$ cat src/rtl/vc_buf_pkg.sv
// Shared definitions for the multi-VC flit buffer: default geometry,
// derived depth/count widths and a constant clog2 used for parameter checks.
package vc_buf_pkg;

    localparam int DEF_DATA_WIDTH = 32;
    localparam int DEF_ADDR_WIDTH = 4;
    localparam int DEF_NUM_VC     = 4;
    localparam int DEF_VC_WIDTH   = 2;
    localparam int DEF_AF_MARGIN  = 2;

    // Per-VC depth and an occupancy width that can represent a completely full VC
    localparam int DEPTH          = 2 ** DEF_ADDR_WIDTH;
    localparam int CNT_WIDTH      = DEF_ADDR_WIDTH + 1;

    // Shared RAM is addressed as {vc, ptr}
    localparam int RAM_ADDR_WIDTH = DEF_VC_WIDTH + DEF_ADDR_WIDTH;

    function automatic int clog2(input int value);
        int result;
        int remaining;
        result    = 0;
        remaining = value - 1;
        while (remaining > 0) begin
            result    = result + 1;
            remaining = remaining >> 1;
        end
        return result;
    endfunction

endpackage

$ cat src/rtl/vc_buffer_ram.sv
// Simple dual-port RAM shared by all virtual channels. Small and shallow, so it
// is meant to map onto distributed (LUT) RAM. Synchronous write, registered read
// with a read enable; the read register holds its value when not enabled.
module vc_buffer_ram
    import vc_buf_pkg::*;
#(
    parameter int DATA_WIDTH = DEF_DATA_WIDTH,
    parameter int ADDR_WIDTH = RAM_ADDR_WIDTH,
    parameter int WORDS      = 2 ** RAM_ADDR_WIDTH
) (
    input  logic                  clk,
    input  logic                  rst,
    input  logic                  we,
    input  logic [ADDR_WIDTH-1:0] waddr,
    input  logic [DATA_WIDTH-1:0] wdata,
    input  logic                  re,
    input  logic [ADDR_WIDTH-1:0] raddr,
    output logic [DATA_WIDTH-1:0] rdata
);

    logic [DATA_WIDTH-1:0] mem [WORDS];

    // Storage array has no reset; stale words become unreachable once pointers reset
    always_ff @(posedge clk) begin
        if (we) begin
            mem[waddr] <= wdata;
        end
    end

    // Read register samples the pre-write word, so a same-address collision returns old data
    always_ff @(posedge clk or posedge rst) begin
        if (rst) begin
            rdata <= '0;
        end else if (re) begin
            rdata <= mem[raddr];
        end
    end

endmodule

$ cat src/rtl/vc_flit_buffer.sv
// Multi-virtual-channel flit buffer. NUM_VC independent FIFOs share one RAM,
// partitioned by VC index. Each VC keeps its own read/write pointers and an
// occupancy count wide enough to use every slot. Writes to a full VC are dropped
// and reads from an empty VC are ignored, each raising a sticky error flag.
module vc_flit_buffer
    import vc_buf_pkg::*;
#(
    parameter int DATA_WIDTH = DEF_DATA_WIDTH,
    parameter int ADDR_WIDTH = DEF_ADDR_WIDTH,
    parameter int NUM_VC     = DEF_NUM_VC,
    parameter int VC_WIDTH   = DEF_VC_WIDTH,
    parameter int AF_MARGIN  = DEF_AF_MARGIN
) (
    input  logic                  clk,
    input  logic                  rst,
    input  logic                  wr_en,
    input  logic [VC_WIDTH-1:0]   wr_vc,
    input  logic [DATA_WIDTH-1:0] wr_data,
    input  logic                  rd_en,
    input  logic [VC_WIDTH-1:0]   rd_vc,
    output logic [DATA_WIDTH-1:0] rd_data,
    output logic                  rd_valid,
    output logic [NUM_VC-1:0]     vc_not_empty,
    output logic [NUM_VC-1:0]     vc_almost_full,
    output logic [NUM_VC-1:0]     vc_full,
    output logic                  overflow_err,
    output logic                  underflow_err,
    input  logic                  err_clr
);

    localparam int VC_DEPTH = 2 ** ADDR_WIDTH;
    localparam int VC_CNT_W = ADDR_WIDTH + 1;
    localparam int RAM_AW   = VC_WIDTH + ADDR_WIDTH;

    localparam logic [VC_CNT_W-1:0] CNT_FULL = VC_CNT_W'(VC_DEPTH);
    localparam logic [VC_CNT_W-1:0] CNT_AF   = VC_CNT_W'(VC_DEPTH - AF_MARGIN);

    // Reject inconsistent geometry at elaboration rather than building a broken buffer
    if (VC_WIDTH != clog2(NUM_VC) || NUM_VC < 2 || AF_MARGIN < 1 || AF_MARGIN >= VC_DEPTH) begin : g_bad_params
        $error("vc_flit_buffer: inconsistent VC_WIDTH/NUM_VC/AF_MARGIN");
    end

    logic [ADDR_WIDTH-1:0] wr_ptr [NUM_VC];
    logic [ADDR_WIDTH-1:0] rd_ptr [NUM_VC];
    logic [VC_CNT_W-1:0]   count  [NUM_VC];

    logic              rd_accept;
    logic              wr_accept;
    logic [NUM_VC-1:0] wr_hit;
    logic [NUM_VC-1:0] rd_hit;

    // Read uses the count before this cycle's write (no bypass); a full VC still takes a write if it is also being read
    always_comb begin
        rd_accept = rd_en && (count[rd_vc] != '0);
        wr_accept = wr_en && ((count[wr_vc] != CNT_FULL) || (rd_accept && (rd_vc == wr_vc)));
        wr_hit    = '0;
        rd_hit    = '0;
        for (int v = 0; v < NUM_VC; v++) begin
            wr_hit[v] = wr_accept && (wr_vc == VC_WIDTH'(v));
            rd_hit[v] = rd_accept && (rd_vc == VC_WIDTH'(v));
        end
    end

    vc_buffer_ram #(
        .DATA_WIDTH (DATA_WIDTH),
        .ADDR_WIDTH (RAM_AW),
        .WORDS      (NUM_VC * VC_DEPTH)
    ) u_ram (
        .clk   (clk),
        .rst   (rst),
        .we    (wr_accept),
        .waddr ({wr_vc, wr_ptr[wr_vc]}),
        .wdata (wr_data),
        .re    (rd_accept),
        .raddr ({rd_vc, rd_ptr[rd_vc]}),
        .rdata (rd_data)
    );

    // Per-VC pointers and occupancy; simultaneous read and write on one VC leave the count unchanged
    always_ff @(posedge clk or posedge rst) begin
        if (rst) begin
            for (int v = 0; v < NUM_VC; v++) begin
                wr_ptr[v] <= '0;
                rd_ptr[v] <= '0;
                count[v]  <= '0;
            end
        end else begin
            for (int v = 0; v < NUM_VC; v++) begin
                if (wr_hit[v]) begin
                    wr_ptr[v] <= wr_ptr[v] + ADDR_WIDTH'(1);
                end
                if (rd_hit[v]) begin
                    rd_ptr[v] <= rd_ptr[v] + ADDR_WIDTH'(1);
                end
                case ({wr_hit[v], rd_hit[v]})
                    2'b10:   count[v] <= count[v] + VC_CNT_W'(1);
                    2'b01:   count[v] <= count[v] - VC_CNT_W'(1);
                    default: count[v] <= count[v];
                endcase
            end
        end
    end

    // rd_valid marks the cycle after an accepted read and nothing else
    always_ff @(posedge clk or posedge rst) begin
        if (rst) begin
            rd_valid <= 1'b0;
        end else begin
            rd_valid <= rd_accept;
        end
    end

    // Sticky errors; a new error in the same cycle as err_clr wins so it is never lost
    always_ff @(posedge clk or posedge rst) begin
        if (rst) begin
            overflow_err  <= 1'b0;
            underflow_err <= 1'b0;
        end else begin
            if (wr_en && !wr_accept) begin
                overflow_err <= 1'b1;
            end else if (err_clr) begin
                overflow_err <= 1'b0;
            end
            if (rd_en && !rd_accept) begin
                underflow_err <= 1'b1;
            end else if (err_clr) begin
                underflow_err <= 1'b0;
            end
        end
    end

    // Status flags decoded from the registered counts
    always_comb begin
        vc_not_empty   = '0;
        vc_almost_full = '0;
        vc_full        = '0;
        for (int v = 0; v < NUM_VC; v++) begin
            vc_not_empty[v]   = (count[v] != '0);
            vc_almost_full[v] = (count[v] >= CNT_AF);
            vc_full[v]        = (count[v] == CNT_FULL);
        end
    end

endmodule
$ cat config.mk
export PLATFORM = sky130hd
export DESIGN_NAME = vc_flit_buffer
export DESIGN_NICKNAME = d
export VERILOG_FILES = /design/src/rtl/vc_buf_pkg.sv /design/src/rtl/vc_buffer_ram.sv /design/src/rtl/vc_flit_buffer.sv
export SDC_FILE = /design/constraint.sdc
export NUM_CORES = 2
export LEC_CHECK = 0
export BUFFER_PORTS_ARGS = -buffer_cell sky130_fd_sc_hd__buf_2
export CAP_MARGIN = 10
export CORE_MARGIN = 1
export CORE_UTILIZATION = 30
export CTS_BUF_LIST = sky130_fd_sc_hd__clkbuf_4 sky130_fd_sc_hd__clkbuf_8 sky130_fd_sc_hd__clkbuf_16
export DETAILED_ROUTE_END_ITERATION = 10
export PLACE_DENSITY = 0.55
export RECOVER_POWER = 50
export SETUP_SLACK_MARGIN = 0.1
export SLEW_MARGIN = 20
export SYNTH_ARGS = -nofsm -noshare
export SYNTH_HDL_FRONTEND = slang
export SYNTH_SLANG_ARGS = --single-unit
$ cat constraint.sdc
create_clock -name clk -period 10.15 [get_ports clk]
set_input_delay 0 -clock clk [delete_from_list [all_inputs] [get_ports clk]]
set_output_delay 0 -clock clk [all_outputs]
set_load 0.01 [all_outputs]
Word level (Yosys, flattened, before mapping)
Memories as Yosys holds them, arrays and structs flattened. A register that Yosys moved wholly into a read port is not among the register bits.
Cells that the tools add are included.
{"block": "word_totals", "out_inout_bits": 47, "wordCells": 110, "ramBits": 2048, "reg_bits": 55, "n_memories": 1, "input_bits": 41}
{"name": "u_ram.mem", "words": 64, "word_bits": 32, "rd": 1, "rd_ports_with_merged_regs": 1, "write_ports": 1, "line_no": "vc_buffer_ram.sv:21", "source": "logic [DATA_WIDTH-1:0] mem [WORDS];"}
{"block": "op_classes", "bitwise": 2, "n_mux": 21, "n_reduce_logical": 29, "add_sub_neg": 16, "magnitude_cmp": 6, "eq_ne": 20}
{"cell": "$pmux W5 S2", "n": 4}
{"cell": "$add A4 B1 Y4 const B", "n": 8}
{"cell": "$reduce_bool A5 Y1", "n": 5}
{"cell": "$add A5 B1 Y5 const B", "n": 4}
{"cell": "$bmux W5 S2", "n": 2}
{"cell": "$eq A5 B5 Y1 const B", "n": 4}
{"cell": "$ge A5 B4 Y1 const B", "n": 4}
{"cell": "$mux W5", "n": 4}
{"cell": "$sub A5 B1 Y5 const B", "n": 4}
{"cell": "$bmux W4 S2", "n": 2}
{"cell": "$eq A2 B2 Y1 const B", "n": 8}
{"cell": "$mux W4", "n": 4}
{"cell": "$logic_and A1 B1 Y1", "n": 13}
{"cell": "$eq A2 B1 Y1 const B", "n": 6}
{"cell": "$reduce_bool A2 Y1", "n": 6}
{"cell": "$ge A3 B3 Y1 const B", "n": 2}
{"cell": "$not A2 Y3", "n": 2}
{"cell": "$mux W1", "n": 5}
{"cell": "$ne A5 B5 Y1 const B", "n": 1}
{"cell": "$logic_not A2 Y1", "n": 2}
{"cell": "$eq A2 B2 Y1", "n": 1}
{"cell": "$logic_not A1 Y1", "n": 2}
{"cell": "$logic_or A1 B1 Y1", "n": 1}

Longest topological paths before layout
{"block": "depth", "ltp_word": 12, "mapped_depth": 16, "mapped_depth_nobuf": 15}

By module
Synthesis repeated with hierarchy kept, for this count alone.
{"block": "unflattened", "hier_cells": 4113, "area_unflattened_um2": 82902.0}
{"module": "vc_buffer_ram", "instances": 1, "area_per_inst_um2": 79626.4, "cells_each": 3834, "seq_area_each_um2": 62299.8}
{"module": "vc_flit_buffer", "instances": 1, "area_per_inst_um2": 3275.6, "cells_each": 279, "seq_area_each_um2": 1376.3}

Worst setup path after synthesis
Ideal clock, no wire load.
{"block": "synth_timing", "kind": "flip-flop to flip-flop", "start": "register count[0] (netlist name)", "end": "memory u_ram.mem[62][0] (netlist name) (enable)", "t_required_ns": 9.729, "setup_slack_ns": 6.071, "stages_incl_launch_ff": 10, "setup_time_ns": 0.421, "n_path_buf": 2, "period_less_slack_ns": 4.079, "arrival_time_ns": 3.658, "path_cell_list": "dfrtp_1 > nor4_1 > nor2b_1 > mux4_2 > o41a_1 > nor2b_1 > clkbuf_2 > buf_2 > nand4b_1 > nor2_1"}
{"block": "synth_between", "elab_chain_cells": 10, "word_cells_on_any_way": 14, "classes_between": "eq/ne: 1; mux: 8; reduce/logical: 5"}
{"item": "start, declared", "line_no": "vc_flit_buffer.sv:45", "source": "logic [VC_CNT_W-1:0] count [NUM_VC];"}
{"item": "start signal, assigned by index", "line_no": "vc_flit_buffer.sv:96", "source": "2'b10: count[v] <= count[v] + VC_CNT_W'(1);"}
{"item": "start signal, assigned by index", "line_no": "vc_flit_buffer.sv:97", "source": "2'b01: count[v] <= count[v] - VC_CNT_W'(1);"}
{"item": "start signal, assigned by index", "line_no": "vc_flit_buffer.sv:98", "source": "default: count[v] <= count[v];"}
{"item": "$bmux W5 S2", "line_no": "vc_flit_buffer.sv:54", "source": "rd_accept = rd_en && (count[rd_vc] != '0);"}
{"item": "$mux W5 (not written as such) (2 in series)", "line_no": "vc_flit_buffer.sv:54"}
{"item": "$reduce_bool A5 Y1", "line_no": "vc_flit_buffer.sv:54"}
{"item": "$logic_and A1 B1 Y1", "line_no": "vc_flit_buffer.sv:54"}
{"item": "$logic_and A1 B1 Y1", "line_no": "vc_flit_buffer.sv:55", "source": "wr_accept = wr_en && ((count[wr_vc] != CNT_FULL) || (rd_accept && (rd_vc == wr_vc)));"}
{"item": "$logic_or A1 B1 Y1 *", "line_no": "vc_flit_buffer.sv:55"}
{"item": "$logic_and A1 B1 Y1 *", "line_no": "vc_flit_buffer.sv:55"}
{"item": "$mux W1 *", "line_no": "vc_buffer_ram.sv:25", "source": "if (we) begin"}
{"item": "$mux W1 (not written as such) *", "line_no": "vc_buffer_ram.sv:26", "source": "mem[waddr] <= wdata;"}
{"item": "end, declared", "line_no": "vc_buffer_ram.sv:21"}
Every way passes the cells marked *; elsewhere a longest branch is shown, timed or not. The select of a mux whose other input is x is not followed.

==> impl_summary.log <==
INFO  metric timing.reg2reg.worst_path_depth = 8
INFO  metric rr_startpoint = rd_ptr[6]
INFO  metric io_buffer_count = 87
INFO  metric synth_seq_cells = 2,135
INFO  metric critical_path.endpoint_type = async pin
INFO  metric synth_commonest_cells = sky130_fd_sc_hd__edfxtp_1 (2,048), sky130_fd_sc_hd__nand2_1 (641), sky130_fd_sc_hd__a211oi_1 (252)
INFO  metric avgRoutedWirePerCell = 27.8 microns
INFO  metric clock_latency = 880 ps
INFO  metric slew_of_the_pin_with_the_lowest_slew_margin = 4240 ps
INFO  metric dr_iter_0_viols = 6,263
INFO  metric number_of_nets_in_the_final_layout = 5,402
INFO  metric start_to_end_type_of_the_worst_setup_path = in2async
INFO  metric grt_remaining_overflow = 0
INFO  metric clkTransAtPathRegs = 60 ps
INFO  metric antenna_found_initial = 17
INFO  metric first_global_vias = 46,800
INFO  metric die_width = 531 microns
INFO  metric synthesis.nets = 5,228
INFO  metric p_leak = 0.0309 uW
INFO  metric synth-seq-area-share = 75.8%
INFO  metric crit_required = 10,110 ps
INFO  metric worst_clock_skew = 36.1 ps
INFO  metric clk_root_buffer_cell = sky130_fd_sc_hd__clkbuf_16
INFO  metric vias = 49,000
INFO  metric clock_sinks = 2,135
INFO  metric die_area = 282,000 sq um
INFO  metric startpoint_class_of_the_critical_path = input port
INFO  metric floorplan.initialDensity = 30.3%
INFO  metric timing.final.crit_period = 5530 ps
INFO  metric report.final.hold_viol_count = 0
INFO  metric placeableCoreArea = 277,000 sq um
INFO  metric detail_route.wirelength.met1 = 108 mm
INFO  metric worst_case_vdd_ir_drop = 219 uV
INFO  metric yosys-top-cells-area = sky130_fd_sc_hd__edfxtp_1 (73%), sky130_fd_sc_hd__mux4_2 (3.9%), sky130_fd_sc_hd__nand2_1 (2.9%)
INFO  metric rr_endpoint = u_ram.rdata[11]
INFO  metric totalNegativeSetupSlack = 0 ps
INFO  metric final.period_utilization = 54.5%
INFO  metric layout-drive-gt1-share = 14.3%
INFO  metric grt_pass1_wl = 360 mm
INFO  metric synth_largest_area_cell = sky130_fd_sc_hd__edfxtp_1
INFO  metric setup_repair_after_global_routing_missed_its_margin = false
INFO  metric routed_wl = 257 mm
INFO  metric clock_tree.buffer_depth = 3
INFO  metric wl_met2 = 120 mm
INFO  metric utilization = 35.0%
INFO  metric min-delay-path-class = in2reg
INFO  metric routed_via_density = 5.30
INFO  metric timing.fmax = 0.181 GHz
INFO  metric synth_cell_types = 62
INFO  metric max-cap-violations = 34
INFO  metric h-tree-depth = 4
INFO  metric slew-limit-headroom = -183%
INFO  metric violations = capacitance limit, slew limit
INFO  metric uppermost_layer_routed = met5
INFO  metric detail-route-antenna-nets = 0
INFO  metric cts_tree = done
INFO  metric outcome = complete, but fails checks
INFO  metric postSynth.topFlopCell = sky130_fd_sc_hd__edfxtp_1
INFO  metric detail_route.drc_violations = 0
INFO  metric synthCells = 5,159
INFO  metric synth_edf_count = 2,048
INFO  metric grt_start_max_net_pins = 158
INFO  metric crit_path_end = u_ram.rdata[4]
INFO  metric synth.cell_area = 84,000 sq um
INFO  metric critical_path.startpoint = rst
INFO  metric crit_path_max_fanout = 49
INFO  metric dp_hpwl = 140 mm
INFO  metric die_height = 531 microns
INFO  metric drt_pass1_iterations = 7
INFO  metric place.gp.congestion = 0.833
INFO  metric ff2ff_setup_slack = 4820 ps
INFO  metric pin_count = 88
INFO  metric tritoncts.num_buffers = 218
INFO  metric rows = 193
INFO  metric layout-area-overhead-vs-synth = 15.5%
INFO  metric crit_arrival = 5490 ps
INFO  metric final_max_slew_viol_count = 2,151
INFO  metric synth_top_area_share = 73.2%
INFO  metric routed_met3_length = 22.8 mm
INFO  metric yosysWarningCount = 0
INFO  metric async_reset_ff_share = 4.07%
INFO  metric globalRouteTotalUtil = 17.9%
INFO  metric syn-mean-instance-area = 16.3 sq um
INFO  metric most_frequently_used_cell_type_in_the_post_synthesis_netlist = sky130_fd_sc_hd__edfxtp_1
INFO  metric power.density = 269 nW/um^2
INFO  metric setup-violations-final = 0
## worst max-delay path, cell delays in order
cell	delay (ps)
sky130_fd_sc_hd__dlygate4sd3_1	540
sky130_fd_sc_hd__buf_2	120
sky130_fd_sc_hd__dlygate4sd3_1	560
sky130_fd_sc_hd__clkinvlp_2	1120
sky130_fd_sc_hd__clkbuf_1	2980
## report_power, final
part	internal [uW]	leakage, uW	switching [uW]
combinational	2370	0.00777	5200
sequential	10100	0.0195	294
clock	4730	0.00367	3390
## worst min-delay path by stage
stage	start	endpoint	slack [ps]	cells past startpoint
2_1_floorplan	wr_data[0]	u_ram.mem[0][0]	100	0
6_report	rd_vc[1]	u_ram.rdata[6]	210	4
3_3_place_gp	rst	wr_ptr[0]	120	2
5_1_grt	rd_vc[1]	u_ram.rdata[6]	210	4
4_1_cts	rd_vc[1]	u_ram.rdata[6]	140	4
3_5_place_dp	rst	wr_ptr[1]	110	2
## stage by stage
step / area, sq um / hold slack (ps) / setup WS [ps] / total power, uW / std cells
after floorplan: 84000 / 98.9 / 6070 / 15200 / 5159
after global placement: 89400 / 118 / 4780 / 18000 / 8771
after detailed placement: 89400 / 113 / 4710 / 18100 / 8772
after CTS: 97200 / 137 / 4910 / 26200 / 9228
after global routing: 97000 / 212 / 4110 / 27000 / 9230
final: 97000 / 210 / 4620 / 26100 / 9234
## kinds of logic after synthesis
kind of cell | synth area share (%)
XOR/XNOR | 0.438
multiplexers | 6.47
buffers and inverters | 2.00
AND/OR/NAND/NOR | 6.85
AO/OA/AOI/OAI | 8.03
adder cells (fa/ha/maj) | 0.453
flip-flops | 75.8
## placed cells by master, fill, tap and decap left out, drive strengths merged, types with 11 or more instances in the layout
cell / netlist / final
o32a: 23 / 23
a32oi: 30 / 30
mux4: 145 / 145
a221oi: 119 / 119
xnor2: 24 / 24
mux2i: 184 / 184
xor2: 18 / 18
inv: 17 / 24
nand3: 150 / 150
bufinv: 0 / 19
a22oi: 44 / 44
and3: 17 / 17
nand4: 33 / 33
nor3: 14 / 14
nand2: 641 / 641
a31oi: 84 / 84
edfxtp: 2048 / 2048
nor2: 120 / 120
clkinv: 0 / 90
clkbuf: 176 / 364
a211oi: 252 / 252
o211ai: 11 / 11
mux2: 29 / 29
dfrtp: 87 / 87
ha: 24 / 24
and2: 233 / 233
a21oi: 193 / 193
dlygate4sd3: 0 / 46
buf: 159 / 170
o21ai: 164 / 164
## routing by layer
layer | vias to the layer above | track usage, %
li1 | 20600 | -
met1 | 25800 | 24.8
met2 | 2191 | 28.4
met3 | 344 | 3.69
met4 | 4 | 4.79
met5 | - | 0
## layout make-up
class / instances / area, sq um
Inverter: 17 / 65.1
Antenna cell: 6 / 15.0
Fill cell: 26200 / 180000
Clock buffer: 291 / 6140
Clock inverter: 119 / 1170
Timing Repair Buffer: 289 / 2030
Sequential cell: 2135 / 63700
Multi-Input combinational cell: 2672 / 19300
Tap cell: 3705 / 4640
## flip-flops by register name, summed over array words and instances (netlist names)
signal and cells:
overflow_err 1, rd_valid 1, u_ram.mem 2048, u_ram.rdata 32, wr_ptr 16, count 20, rd_ptr 16, underflow_err 1
## timing repair
| item | in CTS | in global routing |
|---|---|---|
| hold endpoints to repair | 2109 | 0 |
| resized for setup | 0 | 0 |
| buffers inserted | 0 | 0 |
| hold buffers | 46 | 0 |
Note: power is estimated with default switching activity, not from simulation.
